**config.mk**
```make
export PLATFORM = sky130hd
export DESIGN_NAME = truth_table_sweeper_flat
export DESIGN_NICKNAME = d
export VERILOG_FILES = /design/src/rtl/truth_table_sweeper_pkg.sv /design/src/rtl/truth_table_sweeper_if.sv /design/src/rtl/truth_table_sweeper_row_counter.sv /design/src/rtl/truth_table_sweeper.sv /design/src/flat_wrapper.sv
export SDC_FILE = /design/constraint.sdc
export NUM_CORES = 1
export LEC_CHECK = 0
export CAP_MARGIN = 20
export CORE_UTILIZATION = 45
export DETAILED_ROUTE_END_ITERATION = 8
export DONT_BUFFER_PORTS = 1
export PLACE_DENSITY = 0.58
export SYNTH_ARGS = -nofsm -noshare
export SYNTH_HDL_FRONTEND = slang
export SYNTH_HIERARCHICAL = 1
export SYNTH_SLANG_ARGS = --single-unit
```
**constraint.sdc**
```tcl
create_clock -name clk -period 2.9 [get_ports clk]
set_clock_uncertainty 0.15 [all_clocks]
set_input_delay 0.87 -clock clk [delete_from_list [all_inputs] [get_ports clk]]
set_output_delay 0.87 -clock clk [all_outputs]
set_load 0.005 [all_outputs]
```
**src/rtl/truth_table_sweeper_pkg.sv**
```systemverilog
// Shared types and constants for the truth-table sweeper.
package truth_pkg;

  localparam int N_IN   = 3;
  localparam int ROWS   = 2 ** N_IN;
  localparam int N_FUNC = 4;

  // Bit positions of the four sampled functions within f_in.
  localparam int F_SOPC = 0;
  localparam int F_POSC = 1;
  localparam int F_SOPD = 2;
  localparam int F_POSD = 3;

  typedef enum logic [1:0] {
    IDLE  = 2'd0,
    SWEEP = 2'd1,
    DONE  = 2'd2
  } state_e;

endpackage

```
**src/rtl/truth_table_sweeper_if.sv**
```systemverilog
// Bundle of stimulus/capture signals between the sweeper and its user.
interface truth_table_sweeper_if;
  import truth_pkg::*;

  logic                  start;
  logic [N_IN-1:0]       xyz;
  logic [N_FUNC-1:0]     f_in;
  logic                  busy;
  logic                  done;
  logic [ROWS-1:0]       tt_sopc;
  logic [ROWS-1:0]       tt_posc;
  logic [ROWS-1:0]       tt_sopd;
  logic [ROWS-1:0]       tt_posd;
  logic                  match_c;
  logic                  match_d;
  logic [ROWS-1:0]       diff_c;
  logic [ROWS-1:0]       diff_d;
  logic [7:0]            pass_count;

  // Side that requests sweeps and evaluates the function block.
  modport master (
    output start, f_in,
    input  xyz, busy, done, tt_sopc, tt_posc, tt_sopd, tt_posd,
           match_c, match_d, diff_c, diff_d, pass_count
  );

  // The sweeper itself.
  modport slave (
    input  start, f_in,
    output xyz, busy, done, tt_sopc, tt_posc, tt_sopd, tt_posd,
           match_c, match_d, diff_c, diff_d, pass_count
  );
endinterface

```
**src/rtl/truth_table_sweeper_row_counter.sv**
```systemverilog
// Row index register: clear, count enable, and a flag on the last row.
module row_counter
  import truth_pkg::*;
(
  input  logic            clk,
  input  logic            rst_n,
  input  logic            clr_i,
  input  logic            en_i,
  output logic [N_IN-1:0] idx_o,
  output logic            last_o
);

  logic [N_IN-1:0] idx_q;

  // Index register; counting past the last row wraps naturally to 0.
  // NOTE: sequential state uses <= so every flop samples pre-edge values.
  always_ff @(posedge clk or negedge rst_n) begin
    if (!rst_n)     idx_q <= '0;
    else if (clr_i) idx_q <= '0;
    else if (en_i)  idx_q <= idx_q + 1'b1;
  end

  assign idx_o  = idx_q;
  assign last_o = (idx_q == N_IN'(ROWS - 1));

endmodule

```
**src/rtl/truth_table_sweeper.sv**
```systemverilog
// Steps the 3-bit row index through all rows, captures four function
// outputs into truth tables and compares the SoP/PoS pairs.
module truth_table_sweeper
  import truth_pkg::*;
(
  input  logic                 clk,
  input  logic                 rst_n,
  truth_table_sweeper_if.slave bus
);

  state_e                      state_q, state_d;
  logic [N_FUNC-1:0][ROWS-1:0] tt_q, tt_d;
  logic                        match_c_q, match_c_d;
  logic                        match_d_q, match_d_d;
  logic [7:0]                  pass_q, pass_d;
  logic                        cnt_clr, cnt_en;
  logic [N_IN-1:0]             idx;
  logic                        last;

  row_counter u_row_counter (
    .clk    (clk),
    .rst_n  (rst_n),
    .clr_i  (cnt_clr),
    .en_i   (cnt_en),
    .idx_o  (idx),
    .last_o (last)
  );

  // Next state, table capture, match evaluation and pass counting.
  // NOTE: every signal gets a default first so no path can infer a latch.
  always_comb begin
    state_d   = state_q;
    tt_d      = tt_q;
    match_c_d = match_c_q;
    match_d_d = match_d_q;
    pass_d    = pass_q;
    cnt_clr   = 1'b0;
    cnt_en    = 1'b0;
    unique case (state_q)
      IDLE: begin
        if (bus.start) begin
          state_d   = SWEEP;
          cnt_clr   = 1'b1;
          tt_d      = '0;
          match_c_d = 1'b0;
          match_d_d = 1'b0;
        end
      end
      SWEEP: begin
        cnt_en = 1'b1;
        for (int f = 0; f < N_FUNC; f++) tt_d[f][idx] = bus.f_in[f];
        if (last) begin
          // Compare using the tables that include the row being captured now.
          state_d   = DONE;
          match_c_d = (tt_d[F_SOPC] == tt_d[F_POSC]);
          match_d_d = (tt_d[F_SOPD] == tt_d[F_POSD]);
        end
      end
      DONE: begin
        state_d = IDLE;
        if (match_c_q && match_d_q) pass_d = pass_q + 8'd1;
      end
      default: state_d = IDLE;
    endcase
  end

  // State, tables, flags and pass counter registers.
  always_ff @(posedge clk or negedge rst_n) begin
    if (!rst_n) begin
      state_q   <= IDLE;
      tt_q      <= '0;
      match_c_q <= 1'b0;
      match_d_q <= 1'b0;
      pass_q    <= '0;
    end else begin
      state_q   <= state_d;
      tt_q      <= tt_d;
      match_c_q <= match_c_d;
      match_d_q <= match_d_d;
      pass_q    <= pass_d;
    end
  end

  assign bus.xyz        = (state_q == SWEEP) ? idx : '0;
  assign bus.busy       = (state_q != IDLE);
  assign bus.done       = (state_q == DONE);
  assign bus.tt_sopc    = tt_q[F_SOPC];
  assign bus.tt_posc    = tt_q[F_POSC];
  assign bus.tt_sopd    = tt_q[F_SOPD];
  assign bus.tt_posd    = tt_q[F_POSD];
  assign bus.match_c    = match_c_q;
  assign bus.match_d    = match_d_q;
  assign bus.diff_c     = tt_q[F_SOPC] ^ tt_q[F_POSC];
  assign bus.diff_d     = tt_q[F_SOPD] ^ tt_q[F_POSD];
  assign bus.pass_count = pass_q;

endmodule

```
**src/flat_wrapper.sv**
```systemverilog
// flat-port wrapper written by rule: the top's interface ports become plain ports
module truth_table_sweeper_flat import truth_pkg::*;
  (clk, rst_n, bus_start, bus_f_in, bus_xyz, bus_busy, bus_done, bus_tt_sopc, bus_tt_posc, bus_tt_sopd, bus_tt_posd, bus_match_c, bus_match_d, bus_diff_c, bus_diff_d, bus_pass_count);
  truth_table_sweeper_if bus_i ();
  input  logic clk;
  input  logic rst_n;
  input wire logic [$bits(bus_i.start)-1:0] bus_start;
  input wire logic [$bits(bus_i.f_in)-1:0] bus_f_in;
  output wire logic [$bits(bus_i.xyz)-1:0] bus_xyz;
  output wire logic [$bits(bus_i.busy)-1:0] bus_busy;
  output wire logic [$bits(bus_i.done)-1:0] bus_done;
  output wire logic [$bits(bus_i.tt_sopc)-1:0] bus_tt_sopc;
  output wire logic [$bits(bus_i.tt_posc)-1:0] bus_tt_posc;
  output wire logic [$bits(bus_i.tt_sopd)-1:0] bus_tt_sopd;
  output wire logic [$bits(bus_i.tt_posd)-1:0] bus_tt_posd;
  output wire logic [$bits(bus_i.match_c)-1:0] bus_match_c;
  output wire logic [$bits(bus_i.match_d)-1:0] bus_match_d;
  output wire logic [$bits(bus_i.diff_c)-1:0] bus_diff_c;
  output wire logic [$bits(bus_i.diff_d)-1:0] bus_diff_d;
  output wire logic [$bits(bus_i.pass_count)-1:0] bus_pass_count;
  assign bus_i.start = bus_start;
  assign bus_i.f_in = bus_f_in;
  assign bus_xyz = bus_i.xyz;
  assign bus_busy = bus_i.busy;
  assign bus_done = bus_i.done;
  assign bus_tt_sopc = bus_i.tt_sopc;
  assign bus_tt_posc = bus_i.tt_posc;
  assign bus_tt_sopd = bus_i.tt_sopd;
  assign bus_tt_posd = bus_i.tt_posd;
  assign bus_match_c = bus_i.match_c;
  assign bus_match_d = bus_i.match_d;
  assign bus_diff_c = bus_i.diff_c;
  assign bus_diff_d = bus_i.diff_d;
  assign bus_pass_count = bus_i.pass_count;
  truth_table_sweeper u_core (.clk(clk), .rst_n(rst_n), .bus(bus_i));
endmodule
```
### Word level (Yosys, flattened, before mapping)

Index checks and enable logic that the tools add are counted.

| storage, ports and cells | value |
|---|---|
| input port bits | 7 |
| register bits | 47 |
| output and inout port bits | 63 |
| logic and storage cells | 54 |

| operators by class | value |
|---|---|
| eq/ne operators | 7 |
| reductions and logical operators | 10 |
| mux-type cells | 22 |
| add/sub/neg operators | 2 |
| bitwise operators | 2 |
| $lt $le $gt $ge | 2 |

Operators with widths:

| kind | number |
|---|---|
| $pmux W32 S2 | 1 |
| $bwmux W8 | 4 |
| $mux W32 | 1 |
| $eq A8 B8 Y1 | 2 |
| $xor A8 B8 Y8 | 2 |
| $mux W3 | 3 |
| $add A8 B1 Y8 const B | 1 |
| $mux W1 | 7 |
| $reduce_and A2 Y1 | 3 |
| $reduce_bool A2 Y1 | 3 |
| $lt A3 B4 Y1 const B | 1 |
| $mux W2 | 2 |
| $pmux W1 S2 | 2 |
| $pmux W2 S2 | 1 |
| $add A3 B1 Y3 const B | 1 |
| $demux W1 S3 | 1 |
| $eq A3 B3 Y1 const B | 1 |
| $ge A3 B1 Y1 const B | 1 |
| $reduce_and A3 Y1 | 1 |
| $eq A2 B1 Y1 const B | 1 |
| $eq A2 B2 Y1 const B | 1 |
| $logic_and A1 B1 Y1 | 2 |
| $logic_not A2 Y1 | 1 |
| $ne A2 B1 Y1 const B | 1 |
| $ne A2 B2 Y1 const B | 1 |

### Logic depth before layout (Yosys ltp)

Gate-level depths: netlist of the first run.

| logic depth | value |
|---|---|
| depth after elaboration | 8 |
| mapped depth | 7 |
| gate-level depth less buffers | 6 |

### Cells and area by module

Netlist of the first run, hierarchy kept.

Modules (own cells, without submodules):

| module | area each (um2) | sequential area each (um2) | instances | cells each |
|---|---|---|---|---|
| truth_table_sweeper | 2454.9 | 1101.1 | 1 | 259 |
| row_counter | 140.1 | 75.1 | 1 | 11 |

### Worst setup path before layout of the first run

OpenSTA, ideal clock, no wires.

| path | value |
|---|---|
| path kind | input port to flip-flop |
| from | input port bus_f_in[0] |
| to | register u_core.match_c_q, in the netlist u_core/bus.match_c |
| path buffers | 0 |
| data required time | 2.658 ns |
| setup time | 0.092 ns |
| slack | 0.723 ns |
| stages | 5 |
| arrival time | 1.935 ns |
| cell sequence | nand2b_1 > o21ai_0 > and2b_4 > or4_4 > o31ai_2 |

| on the way | value |
|---|---|
| word-level cells in the longest chain between the ends | 4 |

Ends and longest elaborated chain:

| element | RTL line | text |
|---|---|---|
| from (decl) | flat_wrapper.sv:8 | `input wire logic [$bits(bus_i.f_in)-1:0] bus_f_in;` |
| $bwmux W8 | truth_table_sweeper.sv:51 | `for (int f = 0; f < N_FUNC; f++) tt_d[f][idx] = bus.f_in[f];` |
| $eq A8 B8 Y1 | truth_table_sweeper.sv:55 | `match_c_d = (tt_d[F_SOPC] == tt_d[F_POSC]);` |
| $mux W1 | truth_table_sweeper.sv:52 | `if (last) begin` |
| $pmux W1 S2 | truth_table_sweeper.sv:39 | `unique case (state_q)` |
| to (signal assigned) | truth_table_sweeper.sv:78 | `match_c_q <= match_c_d;` |
| to (decl) | truth_table_sweeper.sv:13 | `logic match_c_q, match_c_d;` |

Every way passes these cells. The select of a mux whose other input is x is not followed.
A chain may end at the register's enable or synchronous reset.

### Final worst setup path of the first run

| path | value |
|---|---|
| from | register u_core.state_q[1] |
| to | output port bus_xyz[1] |

| on the way | value |
|---|---|
| word-level cells in the longest chain between the ends | 2 |

Ends and longest elaborated chain:

| element | RTL line | text |
|---|---|---|
| from (decl) | truth_table_sweeper.sv:11 | `state_e state_q, state_d;` |
| from (signal assigned) | truth_table_sweeper.sv:76 | `state_q <= state_d;` |
| $eq A2 B1 Y1 | truth_table_sweeper.sv:84 | `assign bus.xyz = (state_q == SWEEP) ? idx : '0;` |
| $mux W3 | truth_table_sweeper.sv:84 |  |
| to (decl) | flat_wrapper.sv:9 | `output wire logic [$bits(bus_i.xyz)-1:0] bus_xyz;` |

Every way passes these cells.

==> reports/metrics.cfg, run 1 <==
[run_status]
status=completed

[setup_path]
r2r-start=u_core/u_row_counter/idx_o[1]$_DFFE_PN0P_
r2r_cells=6
r2r-end=u_core/bus.match_c$_DFFE_PN0P_
criticalPathCategory=reg2out
r2r_slack_ns=0.65
arrival_ns=1.41
cp.required_ns=1.88
crit_path_end_kind=output pin
cp-startpoint=u_core/state_q[1]$_DFFE_PN0P_
cp-start-kind=flip-flop
crit_path_max_fanout=13

[route]
postRouteAntennaNets=0
routed_wirelength_um=6364
wl_per_cell_um=18.50
num_vias=2011
drt_pass1_iterations=5
drc=0
vias_per_cell=5.846
drt_iter0_markers=117

[logic_synthesis]
async_reset_ff_share_pct=100.0
ys.flop_type=dfrtp_1
synth.area.top_cells=dfrtp_1 (45%), a22o_1 (5.4%), xor2_1 (5.4%)
synth_top_area_cell=dfrtp_1
yosys_warnings=6
yosysSeqAreaShare_pct=45.32
ys_ff_latch=47
synth.distinct_cells=52
synth_nets=280
synth-edff-count=0
synthCells=270
syn_area_per_cell_um2=9.611
synth_area_um2=2595
yosysTopAreaCellShare_pct=45.32

[clock_network]
cts_buffers=5
cts_setup_buffers=0
hold_buffers=0
post_cts_resized=0
h-tree-depth=2
cts_root_buffer=clkbuf_8
cts_tree=yes
clk_latency_ns=0.30
path_clk_slew_ns=0.10
cts_num_sinks=47
cts_buffer_depth=2

[layout]
final_util_pct=50.41
drive_gt1_share_pct=8.824
final_area_um2=2793
insertedDiodeCount=0
layout_common_cells=dfrtp_1 (47), nand2_1 (31), o21ai_0 (25)
final_nets=281
final_common_cell=dfrtp_1
syn_to_final_growth_pct=7.618

[global_route]
grt_usage_pct=22.77
grt_first_pass_wirelength_um=10470
grt_pass1_vias=1929
grt_max_degree=48
antenna_found_initial=0
overflow=0

[sta]
finalHoldViolCount=0
min_period_over_period_pct=83.83
maxSlewViolCount=0
setup_ws_ns=0.4688
fmax_mhz=411.3
rsz0062_at_grt=false
fin_tns_setup_ns=0
worst_pin_slew_ns=0.5653
setup_viol=0
max_slew_margin_pct=62.31
post-route-min-period_ns=2.431

[floorplanning]
fp.dieW_um=77.94
start_util_pct=46.84
rows=27
fp.coreArea_um2=5540
io_pins=70
die-area_um2=6075
die_y_um=77.94

[place]
io_buffers=0
hpwlAfterDp_um=4500
detailed_place.area_um2=2671
pre_cts_ws_ns=0.6362
gp_congestion=0.7956

[pwr]
vdd_drop_max_v=0.0004884
finalPower_mw=3.129
power.density_nw_per_um2=1120
p_leak_nw=1.327

[hold_path]
hold_class=in2async

[flow_run]
maxCapViolations=0

[through the flow]
step                      cells  hold WS [ns]
after floorplan             270        0.3147
after global placement      336        0.3327
after detailed placement    336        0.3421
after CTS                   344       0.08869
after global routing        344       0.07180
final                       344       0.09342
[cell usage after synthesis, drive strengths merged (8+ instances only)]
| cell | instances |
|---|---|
| dfrtp | 47 |
| nand2 | 31 |
| o21ai | 26 |
| inv | 17 |
| a22o | 16 |
| xor2 | 16 |
| o22ai | 12 |
| a21oi | 10 |
| nand2b | 10 |
| nor2 | 10 |
| xnor2 | 8 |
[state kept, by name, summed over array words and instances (netlist names)]
signal,flops
u_core/bus.match_d,1
u_core/state_q,2
u_core/bus.tt_posd,8
u_core/bus.pass_count,8
u_core/bus.tt_posc,8
u_core/bus.tt_sopd,8
u_core/bus.tt_sopc,8
u_core/u_row_counter/idx_o,3
u_core/bus.match_c,1
[critical path: stages (launching register included)]
cell     delay [ns]
dfrtp_1        0.51
and2b_1        0.40
and2_1         0.20
[power breakdown]
part           leakage, nW  internal (mW)  switching (mW)
sequential           0.632          0.858           0.335
combinational        0.633          0.597           0.818
clock               0.0618          0.284           0.237
total                 1.33           1.74            1.39
[worst max path at each step]
stage / endpoint / slack (ns) / cells past startpoint
6_report: bus_xyz[1] / 0.47 / 2
5_1_grt: bus_xyz[1] / 0.38 / 2
4_1_cts: bus_xyz[1] / 0.47 / 2
3_5_place_dp: u_core/bus.match_c$_DFFE_PN0P_ / 0.64 / 5
3_3_place_gp: u_core/bus.match_c$_DFFE_PN0P_ / 0.66 / 5
2_1_floorplan: u_core/bus.match_c$_DFFE_PN0P_ / 0.72 / 5
[cells by family (layout without fill, tap and decap cells)]
family / after synthesis / in the layout / synth area share [%]
XOR/XNOR: 24 / 24 / 8.679
adder cells (fa/ha/maj): 3 / 3 / 1.447
multiplexers: 6 / 6 / 2.363
flip-flops: 47 / 47 / 45.32
AND/OR/NAND/NOR: 82 / 82 / 17.12
buffers and inverters: 28 / 30 / 4.435
AO/OA/AOI/OAI: 80 / 80 / 20.64
[layout make-up]
type / instances / area (µm²)
clock inverters: 2 / 38.79
clock buffers: 6 / 82.58
flip-flops and latches: 47 / 1176
multi-input cells: 195 / 1304
fillers: 536 / 2748
well taps: 72 / 90.09
repair buffers: 5 / 37.54
inverters: 17 / 63.81
[routing by layer]
layer	up-vias	track usage, %	wire, µm
met5	-	0	0
met1	975	30.41	2865
met2	69	35.13	2922
li1	960	-	-
met4	0	6.111	66
met3	7	7.882	509
(Power assumes the default switching activity.)
==> run 2: changes to the inputs <==
- clock period: 2.9 -> 2.25 ns (I/O delays scaled with it)
==> reports/metrics.cfg, run 2 (same netlist as run 1, synthesis figures left out) <==
[route]
vias_per_cell=5.761  ; -1.4%
routed_wirelength_um=6446  ; +1.3%
drc=0  ; unchanged
drt_iter0_markers=87  ; -26%
postRouteAntennaNets=0  ; unchanged
drt_pass1_iterations=5  ; unchanged
num_vias=2028  ; +0.85%
wl_per_cell_um=18.31  ; -1.0%

[setup_path]
arrival_ns=1.22  ; -0.19 ns
cp-start-kind=flip-flop
cp.required_ns=1.42  ; -0.46 ns
criticalPathCategory=reg2out
crit_path_end_kind=output pin
crit_path_max_fanout=7  ; -6

[pwr]
p_sw_share_pct=44.00  ; -0.43 points
power.density_nw_per_um2=1430  ; +28%
sequentialPowerShare_pct=35.7  ; -2.4 points
p_int_mw=2.314  ; +33%
p_sw_mw=1.818  ; +31%
p_leak_nw=1.379  ; +3.9%
vdd_drop_max_v=0.0006151  ; +26%
comb_power_share_pct=48.9  ; +3.7 points
power_frac_clock_pct=15.4  ; -1.2 points

[layout]
drive_gt1_share_pct=11.43  ; +2.6 points
insertedDiodeCount=0  ; unchanged
syn_to_final_growth_pct=11.33
fillCellCount=530  ; -1.1%
final_area_um2=2889  ; +3.4%
final_nets=289  ; +2.8%
layout_common_cells=dfrtp_1 (47), nand2_1 (31), o21ai_0 (25)
final_common_cell=dfrtp_1

[global_route]
grt_pass1_vias=1985  ; +2.9%
overflow=0  ; unchanged
grt_first_pass_wirelength_um=10520  ; +0.39%
grt_max_degree=48  ; unchanged
antenna_found_initial=0  ; unchanged
grt_usage_pct=22.60  ; -0.18 points

[clock_network]
cts_buffers=5  ; unchanged
cts_root_buffer=clkbuf_8
path_clk_slew_ns=0.09  ; about the same
cts_num_sinks=47  ; unchanged
h-tree-depth=2  ; unchanged
clk_latency_ns=0.30  ; about the same
cts_setup_buffers=0  ; unchanged
cts_tree=yes
cts_buffer_depth=2  ; unchanged

[sta]
maxSlewViolCount=0  ; unchanged
rsz0062_at_grt=false
worst_pin_slew_ns=0.4042  ; -0.1611 ns
fin_tns_setup_ns=0  ; unchanged
min_period_over_period_pct=90.99
setup_viol=0  ; unchanged
finalHoldViolCount=0  ; unchanged
max_slew_margin_pct=72.96  ; +11 points
post-route-min-period_ns=2.047
fmax_mhz=488.5

[floorplanning]
die-area_um2=6075  ; unchanged
io_pins=70  ; unchanged
start_util_pct=46.84  ; unchanged
rows=27  ; unchanged
fp.dieW_um=77.94  ; unchanged
die_y_um=77.94  ; unchanged
fp.coreArea_um2=5540  ; unchanged

[place]
detailed_place.area_um2=2749  ; +2.9%
hpwlAfterDp_um=4623  ; +2.7%
io_buffers=0  ; unchanged
gp_congestion=0.8616  ; +8.3%

[run_status]
status=completed

[hold_path]
hold_class=in2async

[flow_run]
maxCapViolations=0  ; unchanged

==> run 2: per-stage QoR <==
stage	util [%]	power [mW]	worst slack (ns)	instances	hold slack, ns
floorplan	-	2.900	0.2682	270	0.2294
global placement	49.62	3.460	0.2101	343	0.2306
detailed placement	49.62	3.496	0.2037	343	0.2304
CTS	52.15	4.155	0.1893	352	0.06302
global route	52.15	4.454	0.03062	352	0.06750
finish	52.15	4.132	0.2027	352	0.05657
==> run 2: power groups by stage <==
stage | sequential [mW] | clock, mW | combinational (mW)
floorplan | 1.40 | 0 | 1.50
global placement | 1.49 | 0 | 1.97
detailed placement | 1.50 | 0 | 2.00
CTS | 1.48 | 0.649 | 2.02
global route | 1.53 | 0.676 | 2.25
finish | 1.48 | 0.638 | 2.02
==> run 2: cell type report <==
cell class                      count  area [µm²]  area share [%]
Clock buffer                        5       68.82           2.382
Tap cell                           72       90.09           3.118
Clock inverter                      3       43.79           1.516
Sequential cell                    47        1176           40.71
Inverter                           17       63.81           2.209
Timing Repair Buffer               13       142.6           4.937
Multi-Input combinational cell    195        1304           45.13
==> run 2: path summary, 6_finish.rpt <==
kind	cells after the start	slack, ns	start	to
worst max-delay path	2	0.20	u_core/state_q[1]$_DFFE_PN0P_	bus_xyz[2]
worst max register to register	6	0.22	u_core/u_row_counter/idx_o[0]$_DFFE_PN0P_	u_core/bus.match_d$_DFFE_PN0P_
worst min register to register	1	0.35	u_core/bus.pass_count[7]$_DFFE_PN0P_	u_core/bus.pass_count[7]$_DFFE_PN0P_
max in group asynchronous	1	1.67	rst_n	u_core/bus.tt_sopc[0]$_DFFE_PN0P_
worst min-delay path	1	0.06	rst_n	u_core/u_row_counter/idx_o[2]$_DFFE_PN0P_
min in group clk	1	0.35	u_core/bus.pass_count[7]$_DFFE_PN0P_	u_core/bus.pass_count[7]$_DFFE_PN0P_
==> run 2: per-layer routing <==
metal	part of all wire, %	vias up	global-route usage [%]
met2	47	65	35.22
met5	0	-	0
met4	1.2	0	8.148
met1	45	985	30.19
met3	7.0	6	6.000
li1	-	972	-
==> run 2: what timing repair did <==
item | CTS | global route
endpoints found under the hold margin | 47 | 0
resized for setup | 0 | 0
hold buffers | 1 | 0
==> run 2: critical path, stage by stage, from the launching register on <==
cell and delay (ns):
dfrtp_1 0.38, and2b_1 0.35, and2_1 0.19
==> run 3: changes to the inputs <==
--- a/constraint.sdc
+++ b/constraint.sdc
@@ -3,3 +3,3 @@
 set_input_delay 0.675 -clock clk [delete_from_list [all_inputs] [get_ports clk]]
 set_output_delay 0.675 -clock clk [all_outputs]
-set_load 0.005 [all_outputs]
+set_load 0.01 [all_outputs]
==> reports/metrics.cfg, run 3 (same netlist as run 1, synthesis figures left out) <==
[run_status]
status=completed

[sta]
fin_tns_setup_ns=0  ; unchanged
post-route-min-period_ns=2.137  ; +0.08990 ns
rsz0062_at_grt=false
min_period_over_period_pct=94.99  ; +4.0 points
fmax_mhz=467.9  ; -4.2%
max_slew_margin_pct=68.93  ; -4.0 points
setup_viol=0  ; unchanged
hold-worst-slack_ns=0.06223  ; +0.005660 ns
worst_pin_slew_ns=0.4644  ; +0.06026 ns
finalHoldViolCount=0  ; unchanged
maxSlewViolCount=0  ; unchanged

[route]
wl_per_cell_um=18.87  ; +3.0%
drt_pass1_iterations=4  ; -1
num_vias=2114  ; +4.2%
vias_per_cell=5.938  ; +3.1%
drc=0  ; unchanged
routed_wirelength_um=6718  ; +4.2%
drt_iter0_markers=131  ; +51%
postRouteAntennaNets=0  ; unchanged

[pwr]
sequentialPowerShare_pct=35.4  ; -0.3 points
p_sw_share_pct=46.25  ; +2.3 points
p_leak_nw=1.393  ; +1.0%
finalPower_mw=4.378  ; +6.0%
power.density_nw_per_um2=1508  ; +5.4%
comb_power_share_pct=49.2  ; +0.3 points
vdd_drop_max_v=0.0006257  ; +1.7%
p_int_mw=2.353  ; +1.7%
p_sw_mw=2.025  ; +11%
power_frac_clock_pct=15.4  ; about the same

[layout]
final_common_cell=dfrtp_1
multi_input_area_um2=1304  ; unchanged
insertedDiodeCount=0  ; unchanged
layout_common_cells=dfrtp_1 (46), nand2_1 (31), o21ai_0 (25)
stdcell_count=356  ; +1.1%
syn_to_final_growth_pct=11.91
register_area_um2=1177  ; +0.11%
drive_gt1_share_pct=13.03  ; +1.6 points
fillCellCount=516  ; -2.6%
final_nets=293  ; +1.4%

[setup_path]
path_buf_inv=1  ; +1
cp-startpoint=u_core/bus.tt_sopd[5]$_DFFE_PN0P_
crit_path_end_kind=output pin
crit_path_max_fanout=4  ; -3
criticalPathCategory=reg2out
cp_cell_sequence=xor2_1, buf_4
arrival_ns=1.31  ; +0.09 ns
cp.required_ns=1.42  ; about the same
slowest_delay_ns=0.47  ; +0.09 ns
r2r-start=u_core/u_row_counter/idx_o[1]$_DFFE_PN0P_
cp_top_family=flip-flops
cp-start-kind=flip-flop
crit_slowest_cell=dfrtp_1

[clock_network]
path_clk_slew_ns=0.09  ; about the same
cts_buffer_depth=2  ; unchanged
cts_setup_buffers=0  ; unchanged
cts_num_sinks=47  ; unchanged
h-tree-depth=2  ; unchanged
clk_latency_ns=0.30  ; about the same
cts_tree=yes
cts_buffers=5  ; unchanged
cts_root_buffer=clkbuf_8

[hold_path]
hold_class=in2async

[global_route]
grt_first_pass_wirelength_um=11160  ; +6.1%
gr-usage-met2_pct=38.67  ; +3.5 points
use_met1_pct=30.07  ; -0.12 points
antenna_found_initial=0  ; unchanged
grt_pass1_vias=2145  ; +8.1%
grt_max_degree=48  ; unchanged
use_met3_pct=7.529  ; +1.5 points
grt_usage_pct=23.90  ; +1.3 points
overflow=0  ; unchanged
busiest_layer=met2

[place]
gp_congestion=0.8502  ; -1.3%
hpwlAfterDp_um=4719  ; +2.1%
dp.cells=347  ; +1.2%
io_buffers=0  ; unchanged

[floorplanning]
rows=27  ; unchanged
start_util_pct=46.84  ; unchanged
die_y_um=77.94  ; unchanged
io_pins=70  ; unchanged
fp.dieW_um=77.94  ; unchanged
fp.coreArea_um2=5540  ; unchanged
die-area_um2=6075  ; unchanged

[flow_run]
maxCapViolations=0  ; unchanged

-- run 3: power by group through the flow --
stage / Combinational [mW] / Sequential, mW / Clock, mW
CTS: 2.15 / 1.56 / 0.690
finish: 2.15 / 1.55 / 0.674
detailed placement: 2.12 / 1.57 / 0
global route: 2.41 / 1.60 / 0.721
floorplan: 1.59 / 1.48 / 0
global placement: 2.10 / 1.57 / 0
-- run 3: final timing paths --
kind,end,slack (ns),depth (start not counted)
min in group clk,u_core/state_q[0]$_DFFE_PN0P_,0.39,2
hold reg to reg,u_core/bus.pass_count[7]$_DFFE_PN0P_,0.40,1
setup / recovery,bus_diff_d[5],0.11,2
max in group asynchronous,u_core/u_row_counter/idx_o[2]$_DFFE_PN0P_,1.67,1
setup reg to reg,u_core/bus.match_d$_DFFE_PN0P_,0.26,5
hold / removal,u_core/bus.tt_sopc[7]$_DFFE_PN0P_,0.06,1
-- run 3: per-layer routing --
layer  share of wire [%]  up-vias
li1                    -      987
met1                  45     1039
met2                  47       78
met3                 6.8       10
met4                 1.4        0
met5                   0        -
-- run 3: final cells by class --
class,instances,share of cell area [%]
Tap cell,72,3.102
Clock inverter,2,1.336
Sequential cell,47,40.54
Clock buffer,6,2.844
Multi-Input combinational cell,195,44.89
Timing Repair Buffer,17,5.084
Inverter,17,2.197
-- run 3: worst register-to-register path, delay by kind of cell (launching register included) --
family / cells / cell delay (ns)
compound gates: 3 / 0.57
flops: 1 / 0.40
simple gates: 1 / 0.56
buf+inv: 1 / 0.20
-- run 3: what timing repair did --
item,4_1_cts,5_1_grt
gates resized for setup,0,1
endpoints found under the setup margin,0,1
hold buffers,1,0
hold endpoints to repair,47,0
-- run 3: metrics by stage --
step | util, % | cell area, µm² | worst slack [ns]
after CTS | 52.39 | 2903 | 0.1048
after global routing | 52.42 | 2904 | 0.008582
final | 52.42 | 2904 | 0.1128
after floorplan | - | 2595 | 0.2682
after detailed placement | 49.71 | 2754 | 0.1783
after global placement | 49.71 | 2754 | 0.2333
